<file path="src/rtl/csa_seq_adder_pkg.sv">
// Shared types and sizing helpers for the sequential conditional-sum adder.
package csa_pkg;

    typedef enum logic [1:0] {
        ST_IDLE = 2'd0,
        ST_RUN  = 2'd1,
        ST_DONE = 2'd2
    } state_t;

    localparam int unsigned DEF_WIDTH = 64;
    localparam int unsigned DEF_SLICE = 16;

    // Number of slice cycles for a given operand width.
    function automatic int unsigned nslice_f(input int unsigned width, input int unsigned slice);
        return width / slice;
    endfunction

    // Slice index width, never narrower than one bit.
    function automatic int unsigned idxw_f(input int unsigned nslice);
        return (nslice <= 1) ? 1 : $clog2(nslice);
    endfunction

endpackage

</file>
<file path="src/rtl/csa_seq_adder_adder_block.sv">
// Conditional-sum adder slice: every bit computes sum/carry for both carry-in
// values, then blocks pairwise merge, the lower block's carry selecting the upper.
module AdderBlock #(
    parameter int unsigned size = 16
) (
    input  logic [size-1:0] A,
    input  logic [size-1:0] B,
    input  logic            Cin,
    output logic [size-1:0] Sum,
    output logic            Cout
);

    localparam int unsigned LVLS = (size <= 1) ? 1 : $clog2(size);

    // Per bit: sum for block carry-in 0/1, and carry out of the enclosing block for carry-in 0/1.
    logic [size-1:0] w_s0, w_s1, w_k0, w_k1;
    logic [size-1:0] w_n_s0, w_n_s1, w_n_k0, w_n_k1;

    // Start index of the merged block of width 2<<l that contains bit i.
    function automatic int blk_lo(input int i, input int l);
        return (i / (2 << l)) * (2 << l);
    endfunction

    // Conditional-sum tree: log2(size) merge levels, final select by Cin.
    always_comb begin
        w_s0   = A ^ B;
        w_s1   = ~(A ^ B);
        w_k0   = A & B;
        w_k1   = A | B;
        w_n_s0 = '0;
        w_n_s1 = '0;
        w_n_k0 = '0;
        w_n_k1 = '0;
        for (int l = 0; l < int'(LVLS); l++) begin
            w_n_s0 = w_s0;
            w_n_s1 = w_s1;
            w_n_k0 = w_k0;
            w_n_k1 = w_k1;
            for (int i = 0; i < int'(size); i++) begin
                if ((blk_lo(i, l) + (1 << l)) < int'(size)) begin
                    if (i >= blk_lo(i, l) + (1 << l)) begin
                        w_n_s0[i] = w_k0[blk_lo(i, l)] ? w_s1[i] : w_s0[i];
                        w_n_s1[i] = w_k1[blk_lo(i, l)] ? w_s1[i] : w_s0[i];
                    end
                    w_n_k0[i] = w_k0[blk_lo(i, l)] ? w_k1[blk_lo(i, l) + (1 << l)]
                                                   : w_k0[blk_lo(i, l) + (1 << l)];
                    w_n_k1[i] = w_k1[blk_lo(i, l)] ? w_k1[blk_lo(i, l) + (1 << l)]
                                                   : w_k0[blk_lo(i, l) + (1 << l)];
                end
            end
            w_s0 = w_n_s0;
            w_s1 = w_n_s1;
            w_k0 = w_n_k0;
            w_k1 = w_n_k1;
        end
        Sum  = Cin ? w_s1 : w_s0;
        Cout = Cin ? w_k1[0] : w_k0[0];
    end

endmodule

</file>
<file path="src/rtl/csa_seq_adder.sv">
// Multi-cycle wide add/subtract: one SLICE-bit conditional-sum slice per cycle,
// LSB slice first, with the inter-slice carry held in a register.
module csa_seq_adder
    import csa_pkg::*;
#(
    parameter int unsigned WIDTH = DEF_WIDTH,
    parameter int unsigned SLICE = DEF_SLICE
) (
    input  logic             clk,
    input  logic             rst_n,
    input  logic             flush,
    input  logic             in_valid,
    output logic             in_ready,
    input  logic [WIDTH-1:0] A,
    input  logic [WIDTH-1:0] B,
    input  logic             Cin,
    input  logic             Sub,
    output logic             out_valid,
    input  logic             out_ready,
    output logic [WIDTH-1:0] Sum,
    output logic             Cout,
    output logic             Ovf,
    output logic             busy
);

    localparam int unsigned NSLICE = nslice_f(WIDTH, SLICE);
    localparam int unsigned IDXW   = idxw_f(NSLICE);

    state_t                        r_state, w_state_nxt;
    logic [NSLICE-1:0][SLICE-1:0]  r_op_a, w_op_a_nxt;
    logic [NSLICE-1:0][SLICE-1:0]  r_op_b, w_op_b_nxt;
    logic [NSLICE-1:0][SLICE-1:0]  r_sum, w_sum_nxt;
    logic [IDXW-1:0]               r_idx, w_idx_nxt;
    logic                          r_carry, w_carry_nxt;
    logic                          r_cout, w_cout_nxt;
    logic                          r_ovf, w_ovf_nxt;
    logic                          r_out_valid, w_out_valid_nxt;
    logic                          r_in_ready, w_in_ready_nxt;
    logic                          r_busy, w_busy_nxt;

    logic [SLICE-1:0]              w_a_slice, w_b_slice, w_slice_sum;
    logic                          w_slice_cout;
    logic                          w_last;

    assign w_a_slice = r_op_a[r_idx];
    assign w_b_slice = r_op_b[r_idx];
    assign w_last    = (r_idx == IDXW'(NSLICE - 1));

    AdderBlock #(.size(SLICE)) u_slice (
        .A    (w_a_slice),
        .B    (w_b_slice),
        .Cin  (r_carry),
        .Sum  (w_slice_sum),
        .Cout (w_slice_cout)
    );

    // State and datapath registers.
    always_ff @(posedge clk or negedge rst_n) begin
        if (!rst_n) begin
            r_state     <= ST_IDLE;
            r_op_a      <= '0;
            r_op_b      <= '0;
            r_sum       <= '0;
            r_idx       <= '0;
            r_carry     <= 1'b0;
            r_cout      <= 1'b0;
            r_ovf       <= 1'b0;
            r_out_valid <= 1'b0;
            r_in_ready  <= 1'b1;
            r_busy      <= 1'b0;
        end else begin
            r_state     <= w_state_nxt;
            r_op_a      <= w_op_a_nxt;
            r_op_b      <= w_op_b_nxt;
            r_sum       <= w_sum_nxt;
            r_idx       <= w_idx_nxt;
            r_carry     <= w_carry_nxt;
            r_cout      <= w_cout_nxt;
            r_ovf       <= w_ovf_nxt;
            r_out_valid <= w_out_valid_nxt;
            r_in_ready  <= w_in_ready_nxt;
            r_busy      <= w_busy_nxt;
        end
    end

    // Next-state and next-datapath logic; flush overrides any handshake.
    always_comb begin
        w_state_nxt     = r_state;
        w_op_a_nxt      = r_op_a;
        w_op_b_nxt      = r_op_b;
        w_sum_nxt       = r_sum;
        w_idx_nxt       = r_idx;
        w_carry_nxt     = r_carry;
        w_cout_nxt      = r_cout;
        w_ovf_nxt       = r_ovf;
        w_out_valid_nxt = r_out_valid;

        if (flush) begin
            w_state_nxt     = ST_IDLE;
            w_sum_nxt       = '0;
            w_idx_nxt       = '0;
            w_carry_nxt     = 1'b0;
            w_cout_nxt      = 1'b0;
            w_ovf_nxt       = 1'b0;
            w_out_valid_nxt = 1'b0;
        end else begin
            unique case (r_state)
                ST_IDLE: begin
                    if (in_valid) begin
                        w_op_a_nxt  = A;
                        w_op_b_nxt  = Sub ? ~B : B;
                        w_carry_nxt = Sub ? 1'b1 : Cin;
                        w_idx_nxt   = '0;
                        w_sum_nxt   = '0;
                        w_state_nxt = ST_RUN;
                    end
                end
                ST_RUN: begin
                    w_sum_nxt[r_idx] = w_slice_sum;
                    w_carry_nxt      = w_slice_cout;
                    w_idx_nxt        = r_idx + IDXW'(1);
                    if (w_last) begin
                        w_idx_nxt       = '0;
                        w_cout_nxt      = w_slice_cout;
                        w_ovf_nxt       = (r_op_a[NSLICE-1][SLICE-1] == r_op_b[NSLICE-1][SLICE-1]) &&
                                          (w_slice_sum[SLICE-1] != r_op_a[NSLICE-1][SLICE-1]);
                        w_out_valid_nxt = 1'b1;
                        w_state_nxt     = ST_DONE;
                    end
                end
                ST_DONE: begin
                    if (out_ready) begin
                        w_out_valid_nxt = 1'b0;
                        w_state_nxt     = ST_IDLE;
                    end
                end
                default: begin
                    w_state_nxt     = ST_IDLE;
                    w_out_valid_nxt = 1'b0;
                end
            endcase
        end

        w_in_ready_nxt = (w_state_nxt == ST_IDLE);
        w_busy_nxt     = (w_state_nxt != ST_IDLE);
    end

    assign in_ready  = r_in_ready;
    assign busy      = r_busy;
    assign out_valid = r_out_valid;
    assign Sum       = r_sum;
    assign Cout      = r_cout;
    assign Ovf       = r_ovf;

endmodule

</file>
<file path="config.mk">
export PLATFORM = sky130hd
export DESIGN_NAME = csa_seq_adder
export DESIGN_NICKNAME = d
export VERILOG_FILES = /design/src/rtl/csa_seq_adder_pkg.sv /design/src/rtl/csa_seq_adder_adder_block.sv /design/src/rtl/csa_seq_adder.sv
export SDC_FILE = /design/constraint.sdc
export NUM_CORES = 1
export LEC_CHECK = 0
export ABC_AREA = 1
export BUFFER_PORTS_ARGS = -buffer_cell sky130_fd_sc_hd__buf_2
export CAP_MARGIN = 5
export CORE_ASPECT_RATIO = 1.4
export CORE_MARGIN = 8
export CORE_UTILIZATION = 57
export DETAILED_ROUTE_END_ITERATION = 12
export PLACE_DENSITY = 0.93
export SYNTH_ARGS = -nofsm -noshare
export SYNTH_HDL_FRONTEND = slang
export SYNTH_SLANG_ARGS = --single-unit
</file>
<file path="constraint.sdc">
create_clock -name clk -period 3.32 [get_ports clk]
set_clock_uncertainty 0.2 [all_clocks]
set_input_delay 0.664 -clock clk [delete_from_list [all_inputs] [get_ports clk]]
set_output_delay 0.664 -clock clk [all_outputs]
set_load 0.02 [all_outputs]
</file>
==> flow_summary.ini, run 1 <==
[cells_and_area]
drive_gt1_share_pct = 21.98
finalNetCount = 1751
antenna_cells = 0
final_util_pct = 67.85
areaGrowthSynthToFinish_pct = 16.79

[global_route]
antenna_found_initial = 0
grt_pass1_wl_um = 50000
met1_usage_pct = 29.32
first_global_vias = 10240
use_met2_pct = 42.31
met3_usage_pct = 4.337
grt_use_total_pct = 24.89
grt_max_degree = 108
grt.busiest_layer = met2
gr-total-overflow = 0

[placed_design]
io_buffer_count = 203
place.gp.congestion = 0.9428
dp_hpwl_um = 22830
post-place-ws_ns = 0.1685

[timing]
drv_slew = 0
clock.fmax_mhz = 324.2
holdWs_ns = 0.01125
finalHoldViolations = 0
worst_pin_slew_ns = 0.8401
relSlewSlack_pct = 44.00
rsz0062_at_grt = yes
setup_viol = 0
fin_crit_sh_pct = 92.92
period_needed_ns = 3.085
setup_ws_ns = 0.2351

[critical_path]
startpoint_type = flip-flop
worstPathRequired_ns = 3.51
r2r_slack_ns = 0.24
crit_cells = 14
end_kind = flip-flop
path_delay_family = simple AND/OR/NAND/NOR gates
cp_common_cell = nand2_1
critPathKind = flip-flop to flip-flop
cp_cell_sequence = clkinv_2, buf_12, a32oi_1, inv_1, ha_1, o21ai_0, nand2_1, nand2_1, nand2_2, nand2_4, nand2_1, nand3b_1, nand2_1, o21ai_0
worstReg2RegEnd = Sum[40]
slowest_delay_ns = 0.39
crit_slowest_cell = dfrtp_1
r2r_start = r_idx[1]
reg2reg_depth = 14
crit_arrival_ns = 3.28
crit_path_max_fanout = 42
critPathLaunch = r_idx[1]
path_buf_inv = 3

[yosys]
synth_seq_cells = 202
synth_top_family_by_area = simple AND/OR/NAND/NOR gates
syn_area_mm2 = 0.01121
synth-compound-area-share_pct = 12.58
syn_avg_cell_area_um2 = 7.967
muxShareOfSynthArea_pct = 0
ys.warnings.count = 0
synth-xor-area-share_pct = 6.876
yosys.area_share.simple_pct = 24.92
synth_cells = 1407
synth_fa_ha_area_share_pct = 4.018
ys_seq_area_share_pct = 45.11
synth.net_count = 1578
synth_cell_type_count = 34

[clock_tree]
worstSkewPairLatency_ns = 0.50
cts_tree = done
clock-root-buffer = clkbuf_16
cts.sinks = 202
ctsHoldBuffers = 0
cts_setup_buffers = 0
clockBufferDepth = 3
htreeDepth = 1
cts_buffers = 19
cts.reportedPaths.clkPinSlew_ns = 0.07

[run_status]
status = finished, final reports clean

[detailed_routing]
wl_um = 30950
viasPerCell = 5.507
vias = 10130
wl_per_cell_um = 16.82
drt_iter0_markers = 811
drc_errors = 0
first_pass_iters = 5
antenna_left = 0

[power_and_ir_drop]
ir_drop_mv = 0.5730
powerDensity_mw_per_mm2 = 930.0
power.leakage_nw = 6.903

[floorplanning]
dieArea_mm2 = 0.02447
ioPinCount = 204
start_util_pct = 58.10
fp.dieH_um = 181.9
core_mm2 = 0.01929
die_w_um = 134.5
rows = 60

[flow_run]
max-cap-violations = 0

[min_path]
hold_path.class = input port to async pin
layer usage:
layer,wire [um],share of wire (%)
met3,2394,7.7
met5,0,0
met2,15190,49
met4,1640,5.3
met1,11720,38
per-stage QoR:
stage | cells | power (mW) | cell area, um2 | setup TNS (ns)
2_1_floorplan | 1407 | 8.262 | 11210 | 0
3_3_place_gp | 1807 | 9.565 | 12430 | 0
3_5_place_dp | 1807 | 9.815 | 12430 | 0
4_1_cts | 1840 | 12.04 | 13030 | 0
5_1_grt | 1840 | 13.01 | 13090 | -0.01288
6_report | 1840 | 12.18 | 13090 | 0
timing repair:
item / CTS / global route
resized for setup: 0 / 9
endpoints found under the setup margin: 0 / 39
endpoints found under the hold margin: 0 / 0
final cells by class:
class	instances	area, um2
Fill cell	1439	6202
Multi-Input combinational cell	1029	5497
Sequential cell	202	5057
Timing Repair Buffer	220	1217
Clock buffer	26	511.7
Inverter	108	406.6
Tap cell	248	310.3
Clock inverter	7	91.34
kinds of logic after synthesis:
kind of cell	Yosys count
AND/OR/NAND/NOR	676
AO/OA/AOI/OAI	229
flip-flops	202
buffers and inverters	176
XOR/XNOR	88
adder cells (fa/ha/maj)	36
placed cells by master, fill, tap and decap left out, types with 6 or more instances in the layout:
| master | instances |
|---|---|
| a21oi_1 | 37 |
| a32oi_1 | 25 |
| a32oi_2 | 7 |
| buf_2 | 201 |
| buf_4 | 13 |
| clkbuf_1 | 6 |
| clkbuf_16 | 19 |
| dfrtp_1 | 200 |
| ha_1 | 36 |
| inv_1 | 100 |
| inv_2 | 7 |
| nand2_1 | 556 |
| nand2_2 | 31 |
| nand2_4 | 6 |
| nand3_1 | 27 |
| nand3_2 | 10 |
| nor2_1 | 35 |
| o21ai_0 | 112 |
| o21ai_1 | 13 |
| o21ai_2 | 28 |
| xnor2_1 | 73 |
| xor2_1 | 15 |
how the worst max path moves through the flow:
stage / endpoint / slack, ns
after detailed placement: Sum[40] / 0.17
after global placement: Sum[8] / 0.28
after floorplan: Sum[12] / 0.49
after CTS: Sum[40] / 0.1
after global routing: Sum[40] / -0.01
final: Sum[40] / 0.24
report_power, final:
| group | total, mW | switching [mW] | leakage, nW | internal (mW) |
|---|---|---|---|---|
| registers | 3.24 | 0.314 | 2.61 | 2.93 |
| logic | 6.76 | 4.52 | 4.00 | 2.24 |
| clock network | 2.17 | 0.928 | 0.293 | 1.24 |
| total | 12.2 | 5.76 | 6.90 | 6.41 |
synthesized netlist by cell type (all sizes together):
cell    count  area, um2
buf        37      205.2
nor2       40      177.7
o311ai      1      8.760
or2         3      18.77
xnor2      73      639.4
ha         36      450.4
xor2       15      131.4
dfstp       1      26.28
inv       108      405.4
nand2     594       2350
a32oi      32      280.3
o21ai     154      887.1
dfrtp     201       5030
nand3b      1      7.510
nor3        1      5.000
clkbuf     31      117.6
nand3      37      235.2
a32o        4      40.04
a21oi      38      193.9
registers in the layout, indices dropped and copies added, names as in the netlist:
| signal | cells |
|---|---|
| Sum | 64 |
| r_op_a | 64 |
| r_op_b | 64 |
| r_idx | 2 |
| r_state | 2 |
| Cout | 1 |
| Ovf | 1 |
| busy | 1 |
| in_ready | 1 |
| out_valid | 1 |
| r_carry | 1 |
(Power assumes the default switching activity.)
==> run 2: changes to the inputs <==
Settings changed: SYNTH_HIERARCHICAL from default to 1.
==> flow_summary.ini, run 2 <==
[yosys]
synth_cells = 1467
synth_cell_type_count = 28
syn_area_mm2 = 0.01111
synth-edff-count = 0
ys_top_cells_by_count = nand2_1 (644), dfrtp_1 (201), o21ai_0 (150)
yosys.area.top_type = dfrtp_1
syn_avg_cell_area_um2 = 7.574
post-synth-top-count-cell = nand2_1
ys.warnings.count = 6
synthArstFlopShare_pct = 100.0
synth.net_count = 1638
synth_area_leaders = dfrtp_1 (45%), nand2_1 (22%), o21ai_0 (6.8%)
synth_top_area_share_pct = 45.27
synth_ff_type = dfrtp_1
synth_seq_cells = 202
ys_seq_area_share_pct = 45.51

[cells_and_area]
drive_gt1_share_pct = 18.46
layout_common_cells = nand2_1 (644), buf_2 (201), dfrtp_1 (200)
stdcell_count = 1911
areaGrowthSynthToFinish_pct = 17.68
fill_cells = 1457
final_area_mm2 = 0.01308
antenna_cells = 0
layout_commonest_cell = nand2_1
finalNetCount = 1820

[placed_design]
placed_cell_area_mm2 = 0.01228
place.gp.congestion = 0.9519
dp_hpwl_um = 22840
io_buffer_count = 203
dp.cells = 1871

[power_and_ir_drop]
pwr-share-seq_pct = 34.8
power.total_mw = 8.952
swShare_pct = 38.72
p_int_mw = 5.486
powerDensity_mw_per_mm2 = 684.7
p_clk_share_pct = 26.7
ir_drop_mv = 0.4049
power_frac_comb_pct = 38.6
power.leakage_nw = 7.273
power.switching_mw = 3.466

[timing]
setup_viol = 0
clock.fmax_mhz = 318.7
fin_crit_sh_pct = 94.50
worst_pin_slew_ns = 0.9971
finalHoldViolations = 0
holdWs_ns = 0.1503
relSlewSlack_pct = 33.52
drv_slew = 0
period_needed_ns = 3.138

[min_path]
hold_path.class = input port to flip-flop

[floorplanning]
ioPinCount = 204
die_w_um = 134.0
core_mm2 = 0.01914
rows = 60
fp.dieH_um = 181.2
start_util_pct = 58.04
dieArea_mm2 = 0.02428

[clock_tree]
clock-root-buffer = clkbuf_16
cts.reportedPaths.clkPinSlew_ns = 0.06
cts_tree = done
htreeDepth = 1
cts_buffers = 20
cts.sinks = 202
clockBufferDepth = 3
worstSkewPairLatency_ns = 0.51

[critical_path]
crit_arrival_ns = 3.37
startpoint_type = flip-flop
end_kind = flip-flop
critPathKind = flip-flop to flip-flop
crit_path_max_fanout = 31
worstPathRequired_ns = 3.55

[run_status]
status = finished, final reports clean

[detailed_routing]
viasPerCell = 5.376
vias = 10270
antenna_left = 0
drt_iter0_markers = 996
drc_errors = 0
wl_per_cell_um = 16.15
wl_um = 30860
first_pass_iters = 7

[global_route]
first_global_vias = 10180
gr-total-overflow = 0
antenna_found_initial = 0
grt_use_total_pct = 24.74
grt_max_degree = 100
grt_pass1_wl_um = 49670

[flow_run]
max-cap-violations = 0
[run 2: cell families after synthesis]
kind of cell,synth area share (%)
simple gates,28.14
flops,45.51
compound gates,9.279
buf+inv,6.317
xor+xnor,6.701
fa+ha+maj,4.054
[run 2: per-layer routing]
metal	track usage (%)	share of wire (%)	vias to the layer above
li1	-	-	4927
met1	29.29	38	4755
met5	0	0	-
met2	41.92	49	488
met3	4.775	7.8	103
met4	12.39	4.8	0
[run 2: power groups by stage]
stage / Combinational, mW / Sequential (mW) / Clock (mW)
after floorplan: 2.39 / 3.12 / 0
after global placement: 3.25 / 3.12 / 0
after detailed placement: 3.33 / 3.13 / 0
after CTS: 3.36 / 3.10 / 2.40
after global routing: 3.88 / 3.14 / 2.49
final: 3.45 / 3.11 / 2.39
[run 2: final timing paths]
kind	start	end	slack, ns	depth (start not counted)
max in group asynchronous	rst_n	Sum[6]	1.67	3
worst max register to register	r_idx[0]	Sum[8]	0.18	18
worst min register to register	Sum[3]	Sum[3]	0.27	2
worst min-delay path	A[28]	r_op_a[28]	0.15	3
min in group asynchronous	rst_n	r_op_b[12]	0.52	2
worst max-delay path	r_idx[0]	Sum[8]	0.18	18
[run 2: what timing repair did]
item	in CTS	in global routing
setup buffers	0	2
hold buffers	1	0
hold endpoints to repair	59	0
setup endpoints to repair	0	33
gates resized for setup	0	12
[run 2: layout make-up]
type	count	area, um2	area share [%]
flip-flops and latches	202	5057	38.68
multi-input cells	1109	5399	41.29
clock inverters	8	133.9	1.024
inverters	88	330.3	2.526
well taps	248	310.3	2.373
clock buffers	28	560.5	4.287
repair buffers	228	1284	9.818
[run 2: metrics by stage]
step	setup WS, ns	TNS [ns]	util [%]
after floorplan	0.4439	0	-
after global placement	0.2623	0	64.15
after detailed placement	0.1477	0	64.15
after CTS	0.1286	0	67.83
after global routing	-0.02817	-0.04545	68.30
final	0.1825	0	68.30
[run 2: worst max-delay path, stage by stage, from the launching register on]
cell,delay (ns)
dfrtp_2,0.39
buf_4,0.30
o21ai_0,0.14
o22ai_1,0.36
inv_1,0.08
ha_1,0.22
nand2_1,0.11
o21ai_0,0.11
nand2_1,0.09
nand2_1,0.10
nand2_1,0.10
nand2_2,0.12
nand2_2,0.11
nand3_1,0.07
nand2_1,0.11
inv_1,0.06
nor2_2,0.16
nand2_1,0.10
nand2_1,0.12
==> run 3: changes to the inputs <==
Settings changed: CTS_BUF_LIST from default to sky130_fd_sc_hd__clkbuf_16.
==> flow_summary.ini, run 3 (synthesized netlist as in run 2, its figures left out) <==
[cells_and_area]
drive_gt1_share_pct = 18.22
antenna_cells = 0
fill_cells = 1462
multiInputGateArea_mm2 = 0.005396
stdcell_count = 1911
layout_common_cells = nand2_1 (644), buf_2 (201), dfrtp_1 (200)
layout_commonest_cell = nand2_1
areaGrowthSynthToFinish_pct = 17.39
finalNetCount = 1820
final_area_mm2 = 0.01304
seq_area_mm2 = 0.005057

[clock_tree]
cts.sinks = 202
htreeDepth = 1
cts.reportedPaths.clkPinSlew_ns = 0.06
cts_buffers = 20
clockBufferDepth = 3
worstSkewPairLatency_ns = 0.51
cts_tree = done
clock-root-buffer = clkbuf_16

[critical_path]
crit_arrival_ns = 3.38
cp_cell_sequence = buf_4, o21ai_0, o22ai_1, inv_1, ha_1, nand2_1, o21ai_0, nand2_1, nand2_1, nand2_1, nand2_2, nand2_2, nand3_1, nand2_1, inv_1, nor2_1, nand2_1, nand2_1
r2r_slack_ns = 0.18
critPathLaunch = r_idx[0]
critPathKind = flip-flop to flip-flop
crit_slowest_cell = dfrtp_2
critical_path.endpoint = Sum[8]
worstReg2RegEnd = Sum[8]
r2r_start = r_idx[0]
cp_common_cell = nand2_1
end_kind = flip-flop
worstPathRequired_ns = 3.55
crit_path_max_fanout = 31
slowest_delay_ns = 0.39
startpoint_type = flip-flop
reg2reg_depth = 18

[placed_design]
placed_cell_area_mm2 = 0.01228
dp_hpwl_um = 22840
place.gp.congestion = 0.9519
dp.cells = 1871
io_buffer_count = 203

[power_and_ir_drop]
power_frac_comb_pct = 38.9
p_int_mw = 5.400
p_clk_share_pct = 26.0
power.leakage_nw = 7.277
pwr-share-seq_pct = 35.1
ir_drop_mv = 0.4040
powerDensity_mw_per_mm2 = 679.2
power.switching_mw = 3.459
swShare_pct = 39.04

[floorplanning]
fp.dieH_um = 181.2
dieArea_mm2 = 0.02428
start_util_pct = 58.04
rows = 60
core_mm2 = 0.01914
ioPinCount = 204
die_w_um = 134.0

[timing]
clock.fmax_mhz = 318.0
fin_crit_sh_pct = 94.72
relSlewSlack_pct = 33.71
finalHoldViolations = 0
period_needed_ns = 3.145
holdWs_ns = 0.1508
drv_slew = 0
worst_pin_slew_ns = 0.9944
setup_viol = 0

[global_route]
gr-total-overflow = 0
antenna_found_initial = 0
grt_use_total_pct = 24.70
first_global_vias = 10190
grt_pass1_wl_um = 49610
grt_max_degree = 100

[detailed_routing]
drt_iter0_markers = 845
first_pass_iters = 5
wl_um = 30810
antenna_left = 0
vias = 10320
wl_per_cell_um = 16.12
drc_errors = 0
viasPerCell = 5.399

[run_status]
status = finished, final reports clean

[flow_run]
max-cap-violations = 0

[min_path]
hold_path.class = input port to flip-flop
==> run 3: cell types whose count changed in the layout (fill, tap and decap cells not counted), sizes merged <==
| cell | previous run | this run |
|---|---|---|
| clkbuf | 30 | 22 |
| inv | 89 | 94 |
| clkinv | 4 | 7 |
==> run 3: metrics by stage <==
stage	total power, mW	setup WS [ns]	utilization, %	TNS (ns)
2_1_floorplan	5.516	0.4439	-	0
3_3_place_gp	6.368	0.2623	64.15	0
3_5_place_dp	6.463	0.1477	64.15	0
4_1_cts	8.778	0.1288	67.67	0
5_1_grt	9.415	-0.01830	68.13	-0.03192
6_report	8.859	0.1753	68.13	0
==> run 3: how the worst min path moves through the flow <==
stage / slack [ns] / to / start / cells after the start
finish: 0.15 / r_op_a[28] / A[28] / 3
global route: 0.16 / r_op_a[53] / A[53] / 3
CTS: 0.14 / r_op_a[28] / A[28] / 3
detailed placement: 0.25 / Sum[3] / Sum[3] / 2
global placement: 0.25 / Sum[10] / Sum[10] / 2
floorplan: 0.17 / Cout / rst_n / 0
==> run 3: worst max-delay path, delay by kind of cell (launching register included) <==
family                     cells  cell delay [ns]
and+or+nand+nor               11             1.21
AOI/OAI and AO/OA              3             0.61
buffers and inverters          3             0.43
DFF                            1             0.39
adders and majority gates      1             0.22
==> run 3: timing repair <==
action | 4_1_cts | 5_1_grt
setup buffers | 0 | 2
endpoints found under the hold margin | 59 | 0
hold buffers | 1 | 0
endpoints found under the setup margin | 0 | 34
resized for setup | 0 | 11
==> run 3: layout make-up <==
cell class              instances  area share [%]
clock inverters                16           1.257
well taps                     248           2.379
repair buffers                228           9.843
inverters                      88           2.533
flip-flops and latches        202           38.78
clock buffers                  20           3.837
multi-input cells            1109           41.38
==> run 3: routing by layer <==
layer / routed length (um) / global-route usage (%) / vias to the layer above
li1: - / - / 4928
met1: 11700 / 29.33 / 4782
met2: 15210 / 41.92 / 500
met3: 2413 / 4.692 / 107
met4: 1489 / 12.17 / 0
met5: 0 / 0 / -
==> run 3: power by group through the flow <==
stage | Clock [mW] | Sequential [mW] | Combinational (mW)
2_1_floorplan | 0 | 3.12 | 2.39
3_3_place_gp | 0 | 3.12 | 3.25
3_5_place_dp | 0 | 3.13 | 3.33
4_1_cts | 2.32 | 3.10 | 3.36
5_1_grt | 2.41 | 3.14 | 3.87
6_report | 2.30 | 3.11 | 3.44
